`src/rtl/uart_tx_fifo.sv`:
```
// Byte FIFO in front of uart_tx: buffers producer bytes and launches them one at a
// time with a single-cycle valid pulse, waiting for done before the next launch.
module uart_tx_fifo #(
    parameter int DEPTH = 16
) (
    input  logic                     clk,
    input  logic                     reset,
    input  logic                     in_valid,
    input  logic [7:0]               in_data,
    output logic                     in_ready,
    input  logic                     flush,
    output logic                     tx_valid,
    output logic [7:0]               tx_data,
    input  logic                     tx_ready,
    input  logic                     tx_done,
    output logic [$clog2(DEPTH):0]   count,
    output logic                     empty,
    output logic                     full,
    output logic                     busy
);

    localparam int AW = $clog2(DEPTH);
    localparam int CW = AW + 1;

    localparam logic [1:0] ST_IDLE   = 2'd0;
    localparam logic [1:0] ST_LAUNCH = 2'd1;
    localparam logic [1:0] ST_BUSY   = 2'd2;

    logic [7:0]    mem_q [DEPTH];
    logic [AW-1:0] wp_q, wp_d;
    logic [AW-1:0] rp_q, rp_d;
    logic [CW-1:0] count_q, count_d;
    logic [1:0]    state_q, state_d;
    logic          tx_valid_q, tx_valid_d;
    logic [7:0]    tx_data_q, tx_data_d;

    logic push;
    logic pop;

    assign empty    = (count_q == '0);
    assign full     = (count_q == CW'(DEPTH));
    assign in_ready = reset & ~full & ~flush;
    assign busy     = (state_q == ST_LAUNCH) || (state_q == ST_BUSY);
    assign count    = count_q;
    assign tx_valid = tx_valid_q;
    assign tx_data  = tx_data_q;

    assign push = in_valid & in_ready;
    assign pop  = (state_q == ST_IDLE) & ~empty & tx_ready & ~flush;

    always_comb begin
        wp_d    = wp_q;
        rp_d    = rp_q;
        count_d = count_q;
        if (flush) begin
            wp_d    = '0;
            rp_d    = '0;
            count_d = '0;
        end else begin
            if (push) wp_d = wp_q + AW'(1);
            if (pop)  rp_d = rp_q + AW'(1);
            case ({push, pop})
                2'b10:   count_d = count_q + CW'(1);
                2'b01:   count_d = count_q - CW'(1);
                default: count_d = count_q;
            endcase
        end
    end

    // Flush only touches the queue; a byte already launched finishes untouched.
    always_comb begin
        state_d    = state_q;
        tx_valid_d = 1'b0;
        tx_data_d  = tx_data_q;
        case (state_q)
            ST_IDLE: begin
                if (pop) begin
                    state_d    = ST_LAUNCH;
                    tx_valid_d = 1'b1;
                    tx_data_d  = mem_q[rp_q];
                end
            end
            ST_LAUNCH: state_d = ST_BUSY;
            ST_BUSY: begin
                if (tx_done) state_d = ST_IDLE;
            end
            default: state_d = ST_IDLE;
        endcase
    end

    always_ff @(posedge clk or negedge reset) begin
        if (!reset) begin
            wp_q       <= '0;
            rp_q       <= '0;
            count_q    <= '0;
            state_q    <= ST_IDLE;
            tx_valid_q <= 1'b0;
            tx_data_q  <= 8'h00;
        end else begin
            wp_q       <= wp_d;
            rp_q       <= rp_d;
            count_q    <= count_d;
            state_q    <= state_d;
            tx_valid_q <= tx_valid_d;
            tx_data_q  <= tx_data_d;
        end
    end

    always_ff @(posedge clk) begin
        if (push) mem_q[wp_q] <= in_data;
    end

endmodule

```
`config.mk`:
```
export PLATFORM = sky130hd
export DESIGN_NAME = uart_tx_fifo
export DESIGN_NICKNAME = d
export VERILOG_FILES = /design/src/rtl/uart_tx_fifo.sv
export SDC_FILE = /design/constraint.sdc
export NUM_CORES = 1
export LEC_CHECK = 0
export CORE_MARGIN = 2
export CORE_UTILIZATION = 40
export CTS_CLUSTER_DIAMETER = 200
export DETAILED_ROUTE_END_ITERATION = 7
export GPL_TIMING_DRIVEN = 0
export PLACE_DENSITY = 0.62
export SLEW_MARGIN = 20
export SYNTH_ARGS = -nofsm -noshare
export SYNTH_HDL_FRONTEND = slang
export SYNTH_SLANG_ARGS = --single-unit
```
`constraint.sdc`:
```
create_clock -name clk -period 5.7 [get_ports clk]
set_input_delay 0.57 -clock clk [delete_from_list [all_inputs] [get_ports clk]]
set_output_delay 0.57 -clock clk [all_outputs]
set_load 0.03 [all_outputs]
```
; ---- Word-level counts from Yosys, hierarchy flattened
; Memories as Yosys holds them, arrays and structs flattened. A register that Yosys moved wholly into a read port is not among the register bits.
; Index checks and enable logic that the tools add are counted.
; W data, S select, Z words.
[classes]
addsub = 4
n_eq_ne = 7
mux = 13
n_bitwise = 9
reduce_logical = 9
[op_table]
columns = op, count
row1 = $mux W4, 4
row2 = $pmux W5 S2, 1
row3 = $add A4 B1 Y4 const B, 2
row4 = $and A1 B1 Y1, 6
row5 = $pmux W2 S3, 1
row6 = $add A5 B1 Y5 const B, 1
row7 = $eq A5 B5 Y1 const B, 1
row8 = $logic_not A5 Y1, 1
row9 = $mux W5, 1
row10 = $sub A5 B1 Y5 const B, 1
row11 = $eq A2 B1 Y1 const B, 2
row12 = $eq A2 B2 Y1 const B, 2
row13 = $mux W1, 4
row14 = $mux W2, 2
row15 = $ne A2 B2 Y1 const B, 2
row16 = $reduce_and A2 Y1, 2
row17 = $reduce_bool A2 Y1, 2
row18 = $not A1 Y1, 3
row19 = $reduce_bool A3 Y1, 1
row20 = $logic_not A2 Y1, 1
row21 = $logic_not A1 Y1, 1
row22 = $logic_or A1 B1 Y1, 1
[totals]
ff_bits = 16
ram_bits = 128
out_inout_bits = 18
wordCells = 48
memories = 1
[mem_list]
columns = memory, depth, width, read_ports, rd_clocked_by_memory_dff, wr, line
row1 = mem_q, 16, 8, 1, 1, 1, 29  ; logic [7:0] mem_q [DEPTH];

; ---- Logic depth before layout (Yosys ltp)
; Gate-level depths: netlist (run 1).
[depth]
ltp_word = 8
depth_mapped = 13
ltp_nobuf = 12

; ---- Least setup slack after synthesis (run 1)
; OpenSTA, ideal clock, no wires.
[synth_timing]
path_kind = flip-flop to flip-flop
start = reg count_q[1], in the netlist count[1]
end = reg count_q[4], in the netlist count[4]
arrival_time_ps = 3028
required_time_ps = 5618
path_slack_ps = 2590
path_stages_with_launch = 10
n_path_buf = 1
path_cell_list = dfrtp_1 -> or4_1 -> buf_2 -> nor2_1 -> o21ai_0 -> fa_1 -> nand2b_1 -> o2bb2ai_1 -> mux2_2 -> a31oi_1
[synth_via]
elab_chain_len = 8
[synth_lines]
columns = item, line
row1 = "start, declared", 32  ; logic [CW-1:0] count_q, count_d;
row2 = "start signal, assigned", 102  ; count_q <= count_d;
row3 = $eq A5 B5 Y1 (*), 41  ; assign full = (count_q == CW'(DEPTH));
row4 = net full, 18  ; output logic full,
row5 = $not A1 Y1 (*), 42  ; assign in_ready = reset & ~full & ~flush;
row6 = $and A1 B1 Y1 (*) (2 in series), 42
row7 = $and A1 B1 Y1 (*), 48  ; assign push = in_valid & in_ready;
row8 = $eq A2 B1 Y1 / $eq A2 B2 Y1 (equally long branches), 62  ; case ({push, pop})
row9 = $pmux W5 S2, 62
row10 = $mux W5, 55  ; if (flush) begin
; Mark *: on every way through the listed nets, which the timed path passes. The rest lies on a longest branch.
; A chain may end at the register's enable or synchronous reset.

; ---- Worst setup path after layout (run 1)
[layout_timing]
start = reg count_q[1], in the netlist count[1]
end = reg count_q[4], in the netlist count[4]
[layout_via]
elab_chain_len = 8
[layout_lines]
columns = item, line
row1 = $eq A5 B5 Y1 / $logic_not A5 Y1 (equally long branches), "41, 40"
row2 = $not A1 Y1 (on tied branches), "42, 49"
row3 = $and A1 B1 Y1 (on tied branches) (2 in series), "42, 49"
row4 = $and A1 B1 Y1 (on tied branches), "48, 49"
row5 = $eq A2 B1 Y1 / $eq A2 B2 Y1 (equally long branches), 62
row6 = $pmux W5 S2, 62
row7 = $mux W5, 55
; Parallel ways exist; a longest one is shown, timed or not.

==> flow_summary.json, run 1 <==
{
  "outcome": "finished, final reports clean",
  "p_comb_share_pct": 15.0,
  "finalPower_uw": 2730,
  "worstPathMaxFanout": 10,
  "maxSlewViolCount": 0,
  "intPower_uw": 2017,
  "switchingPower_uw": 712.6,
  "ant_nets": 0,
  "cts.reportedPaths.clkPinSlew_ns": 0.06,
  "start_kind": "flop",
  "p_clk_share_pct": 38.2,
  "antenna_found_initial": 0,
  "drive_gt1_share_pct": 19.17,
  "irDropWorstVdd_v": 0.0002154,
  "ios": 32,
  "cp_num_cells": 10,
  "row_count": 45,
  "synth_cell_types": 46,
  "path_class": "flop to flop",
  "syn-num-nets": 376,
  "synth.yosys.seq_area_share_pct": 70.31,
  "holdWs_ns": 0.1864,
  "synth-simple-area-share_pct": 5.325,
  "min_period_ns": 3.223,
  "yosysWarnings": 0,
  "tns_ns": 0,
  "hp-class": "input port to asynchronous set/reset pin",
  "avgRoutedWirePerCell_um": 19.44,
  "period_share_pct": 56.55,
  "max_cap_violations": 0,
  "leakage_uw": 0.002498,
  "finalNetCount": 426,
  "synth_area_um2": 6321,
  "cp_cell_sequence": "or4_1, buf_2, o211ai_4, inv_2, o21ai_0, inv_1, ha_1, o2bb2ai_1, mux2_2, a31oi_1",
  "root_buffer": "clkbuf_16",
  "grt_pass1_vias": 3293,
  "max_stage_delay_ns": 0.53,
  "power_density_nw_per_um2": 366.8,
  "core_region_area_um2": 15310,
  "synth.avg_cell_area_um2": 18.11,
  "tightest_slew_ns": 0.8376,
  "cp-end-kind": "flop",
  "track_usage_pct": 15.70,
  "synth_top_family_by_area": "multiplexers",
  "hold_viol": 0,
  "fin_util_pct": 48.59,
  "io_buffers": 31,
  "start_util_pct": 41.27,
  "p_sw_share_pct": 26.10,
  "critPathRequiredTime_ns": 6.04,
  "pre_cts_ws_ns": 2.310,
  "die_area_um2": 16820,
  "synth_xor_area_share_pct": 0.4157,
  "grt_pass1_wl_um": 18840,
  "synthMuxAreaShare_pct": 15.10,
  "seq_area_um2": 4444,
  "multiInputGateArea_um2": 1742,
  "worst-path-buf-inv": 3,
  "clk_latency_ns": 0.42,
  "synth_compound_area_share_pct": 4.018,
  "dp_hpwl_um": 8064,
  "cts_resized": 0,
  "area_delta_synth_final_pct": 17.74,
  "synth-async-reset-ratio_pct": 15.79,
  "cts_buffer_depth": 2,
  "vias": 3228,
  "cts_setup_buffers": 0,
  "synthFlopType": "edfxtp_1",
  "worstRegToRegCells": 10,
  "synth_top_area_share_pct": 60.81,
  "critPathArrivalTime_ns": 3.56,
  "synthTopCellsByArea": "edfxtp_1, mux4_2, dfrtp_1, mux2i_1, ha_1",
  "drc": 0,
  "crit_slowest_cell": "or4_1",
  "wirelength_um": 12110,
  "die_w_um": 129.7,
  "nFillCells": 1283,
  "skew_ns": 0.009132,
  "drt-initial-drc-count": 278,
  "yosysMostFrequentCell": "edfxtp_1",
  "ys_top_cells_by_count": "edfxtp_1, mux4_2, dfrtp_1",
  "grt-ovfl-total": 0,
  "fmax_mhz": 310.3,
  "hold_buffers": 0,
  "ys_ff_latch": 152,
  "timing.final.ws_setup_ns": 2.477,
  "rsz0062_at_grt": "false",
  "drtPass1Iterations": 4,
  "slew_headroom_pct": 44.16,
  "setup_violations": 0,
  "clkSinkCount": 152,
  "critical-path-top-delay-family": "compound AO/OA/AOI/OAI gates",
  "yosys.area.top_type": "edfxtp_1",
  "synth_cells": 349,
  "die_h_um": 129.7,
  "synth_fa_ha_area_share_pct": 2.692,
  "cts_tree": "built",
  "synth_edf_count": 128,
  "cts_buffers": 17,
  "power_frac_seq_pct": 46.9,
  "vias_per_cell": 5.181,
  "n_antenna_cell": 0,
  "gp_congestion": 0.7674,
  "grt_max_degree": 31,
  "htreeDepth": 4
}
==> cell type report <==
cell class                      count  area share (%)
Clock inverter                     14           1.648
Sequential cell                   152           59.72
Inverter                           14          0.7061
Tap cell                          211           3.547
Buffer                             16           1.110
Timing Repair Buffer               31           4.102
Multi-Input combinational cell    167           23.40
Clock buffer                       18           5.767
==> worst paths after layout <==
check | from | slack [ns] | to
max | count[1] | 2.48 | count[4]
min reg2reg | tx_data[7] | 0.50 | tx_data[7]
max reg2reg | count[1] | 2.48 | count[4]
max in group asynchronous | reset | 5.05 | tx_data[2]
min in group clk | tx_data[7] | 0.50 | tx_data[7]
min | reset | 0.19 | count[0]
==> metrics by stage <==
stage	std cells	cell area, um2
floorplan	349	6321
global placement	591	6895
detailed placement	591	6890
CTS	623	7442
global route	623	7442
finish	623	7442
==> cells by family after synthesis <==
| logic type | after synthesis |
|---|---|
| xor gates and xnor gates | 3 |
| AOI/OAI and AO/OA | 33 |
| adders and majority gates | 13 |
| muxes | 55 |
| and+or+nand+nor | 63 |
| DFF | 152 |
| buffers and inverters | 30 |
==> cells in the final DEF, fill, tap and decap left out, drive strengths merged, types with 2 or more instances in the layout <==
cell	instances
o221ai	8
o21ai	6
clkinvlp	4
a21oi	6
nand2b	3
nand2	17
and3	2
mux4	32
nand4	4
clkbuf	25
edfxtp	128
a21o	2
dfrtp	24
buf	10
or3	2
and2	13
mux2	3
clkinv	5
nor3b	2
o211ai	3
xor2	2
mux2i	20
inv	18
nand3	5
nor2	10
ha	12
clkdlybuf4s50	30
==> routing by layer <==
layer	vias to the layer above	global-route usage, %	wire length [um]
li1	1487	-	-
met1	1663	21.01	5339
met2	68	24.76	5973
met3	10	4.592	632
met4	0	5.503	169
met5	-	0	0
==> power by group through the flow <==
stage / sequential, uW / combinational [uW] / clock (uW)
detailed placement: 1300 / 410 / 0
floorplan: 1350 / 203 / 0
global route: 1280 / 447 / 1110
finish: 1280 / 409 / 1040
global placement: 1300 / 404 / 0
CTS: 1280 / 411 / 1060
==> sequential cells by signal (all words and copies together) (netlist names) <==
signal,count
mem_q,128
wp_q,4
rp_q,4
state_q,2
tx_data,8
count,5
tx_valid,1
Note: power is estimated with default switching activity, not from simulation.
==> inputs of run 2 (changes only) <==
Settings changed: PLACE_DENSITY 0.62 to 0.64.
Clock period 5.7 ns to 2.8 ns, I/O delays scaled along.
==> flow_summary.json, run 2 (same netlist as run 1, synthesis figures left out) <==
{
  "hp-class": "input port to asynchronous set/reset pin",
  "max_cap_violations": 0,
  "fin_util_pct": 49.31,
  "pre_cts_ws_ns": -0.3799,
  "n_antenna_cell": 0,
  "cp-end-kind": "flop",
  "avgRoutedWirePerCell_um": 20.26,
  "root_buffer": "clkbuf_16",
  "cts_buffers": 17,
  "regMostFlops": "mem_q",
  "start_util_pct": 41.27,
  "tightest_slew_ns": 0.9108,
  "min_period_ns": 2.658,
  "area_delta_synth_final_pct": 19.48,
  "skew_ns": 0.009230,
  "leakage_uw": 0.002518,
  "die_h_um": 129.7,
  "timing.final.ws_setup_ns": 0.1416,
  "cts_buffer_depth": 2,
  "grt_pass1_wl_um": 19160,
  "switchingPower_uw": 1406,
  "track_usage_pct": 16.28,
  "power_frac_seq_pct": 46.6,
  "critPathArrivalTime_ns": 2.99,
  "path_common_cell": "inv_2",
  "start_kind": "flop",
  "worstPathMaxFanout": 7,
  "hold_viol": 0,
  "drt-initial-drc-count": 326,
  "critPathRequiredTime_ns": 3.13,
  "drtPass1Iterations": 5,
  "p_sw_share_pct": 25.15,
  "cp_cell_sequence": "or4_4, buf_6, o211ai_4, inv_2, o21ai_2, inv_2, ha_1, nor2_2, o2bb2ai_4, mux2_2, a31oi_2",
  "cts_tree": "built",
  "die_area_um2": 16820,
  "vias": 3282,
  "grt_max_degree": 25,
  "row_count": 45,
  "layout_commonest_cell": "edfxtp_1",
  "stdcell_area_um2": 7552,
  "layout_common_cells": "edfxtp_1, mux4_2, clkdlybuf4s50_1",
  "largest_register_ffs": 128,
  "wirelength_um": 12680,
  "nFillCells": 1322,
  "outcome": "finished, final reports clean",
  "slew_headroom_pct": 39.06,
  "power_density_nw_per_um2": 740.3,
  "ant_nets": 0,
  "ios": 32,
  "grt-ovfl-total": 0,
  "finalPower_uw": 5591,
  "die_w_um": 129.7,
  "htreeDepth": 4,
  "gp_congestion": 0.7857,
  "cts.reportedPaths.clkPinSlew_ns": 0.06,
  "max_stage_delay_ns": 0.52,
  "clkSinkCount": 152,
  "path_class": "flop to flop",
  "finalNetCount": 430,
  "irDropWorstVdd_v": 0.0004575,
  "rsz0062_at_grt": "false",
  "io_buffers": 31,
  "period_share_pct": 94.94,
  "crit_slowest_cell": "or4_4",
  "place_area_um2": 6907,
  "dp_hpwl_um": 8086,
  "drc": 0,
  "maxSlewViolCount": 0,
  "core_region_area_um2": 15310,
  "grt_pass1_vias": 3352,
  "setup_violations": 0,
  "p_clk_share_pct": 37.5,
  "drive_gt1_share_pct": 22.17,
  "p_comb_share_pct": 15.9,
  "vias_per_cell": 5.243,
  "intPower_uw": 4185,
  "tns_ns": 0,
  "antenna_found_initial": 0,
  "fmax_mhz": 376.2,
  "clk_latency_ns": 0.42
}
-- run 2: changes by cell type in the layout (fill, tap and decap cells not counted), moves of 2 or more --
cell        previous run  this run
buf_4                  0         3
clkbuf_1               8        11
clkbuf_8               0         2
clkinvlp_4             4         2
dfrtp_1               24        21
dfrtp_2                0         3
ha_1                  12        10
inv_6                  4         1
nor2_1                10         8
-- run 2: worst paths after layout --
check                      startpoint          to  slack [ns]  depth (start not counted)
max in group asynchronous       reset  state_q[0]        2.19                          3
min reg2reg                tx_data[3]  tx_data[3]        0.50                          2
max                          count[0]    count[4]        0.14                         11
max reg2reg                  count[0]    count[4]        0.14                         11
min in group clk           tx_data[3]  tx_data[3]        0.50                          2
min                             reset    count[0]        0.45                          3
-- run 2: routing by layer --
metal | GRT usage, % | part of all wire, % | vias to the layer above
met2 | 26.92 | 52 | 79
met5 | 0 | 0 | -
met4 | 6.641 | 1.3 | 0
met1 | 20.98 | 43 | 1703
met3 | 3.690 | 3.8 | 12
li1 | - | - | 1488
-- run 2: metrics by stage --
step                      std cells  hold slack (ns)
after floorplan                 349         -0.01559
after global placement          591           0.4818
after detailed placement        591           0.3520
after CTS                       625           0.4228
after global routing            626           0.4579
final                           626           0.4456
-- run 2: power by group through the flow --
stage	clock network, uW	logic (uW)	registers [uW]
finish	2100	888	2610
global route	2230	960	2620
CTS	2130	869	2610
detailed placement	0	852	2660
global placement	0	832	2650
floorplan	0	423	2760
-- run 2: layout make-up --
type / instances / area [um2] / share of cell area, %
sequential: 152 / 4448 / 58.90
multi-input combinational: 167 / 1800 / 23.84
clock buffer: 24 / 471.7 / 6.246
timing repair buffer: 36 / 357.8 / 4.738
tap: 211 / 264.0 / 3.496
buffer: 15 / 85.08 / 1.127
clock inverter: 7 / 72.57 / 0.9609
inverter: 14 / 52.55 / 0.6958
-- run 2: worst max-delay path: cells and delay by family, from the launching register on --
family	cells	cell delay, ns
simple gates	2	0.66
compound gates	4	0.55
flops	1	0.43
mux	1	0.36
buf+inv	3	0.32
fa+ha+maj	1	0.24
-- run 2: what timing repair did --
item | in CTS | in global routing
gates resized for setup | 3 | 8
pin swaps | 1 | 1
endpoints found under the hold margin | 24 | 0
hold buffers | 2 | 0
endpoints found under the setup margin | 2 | 1
setup buffers | 2 | 1
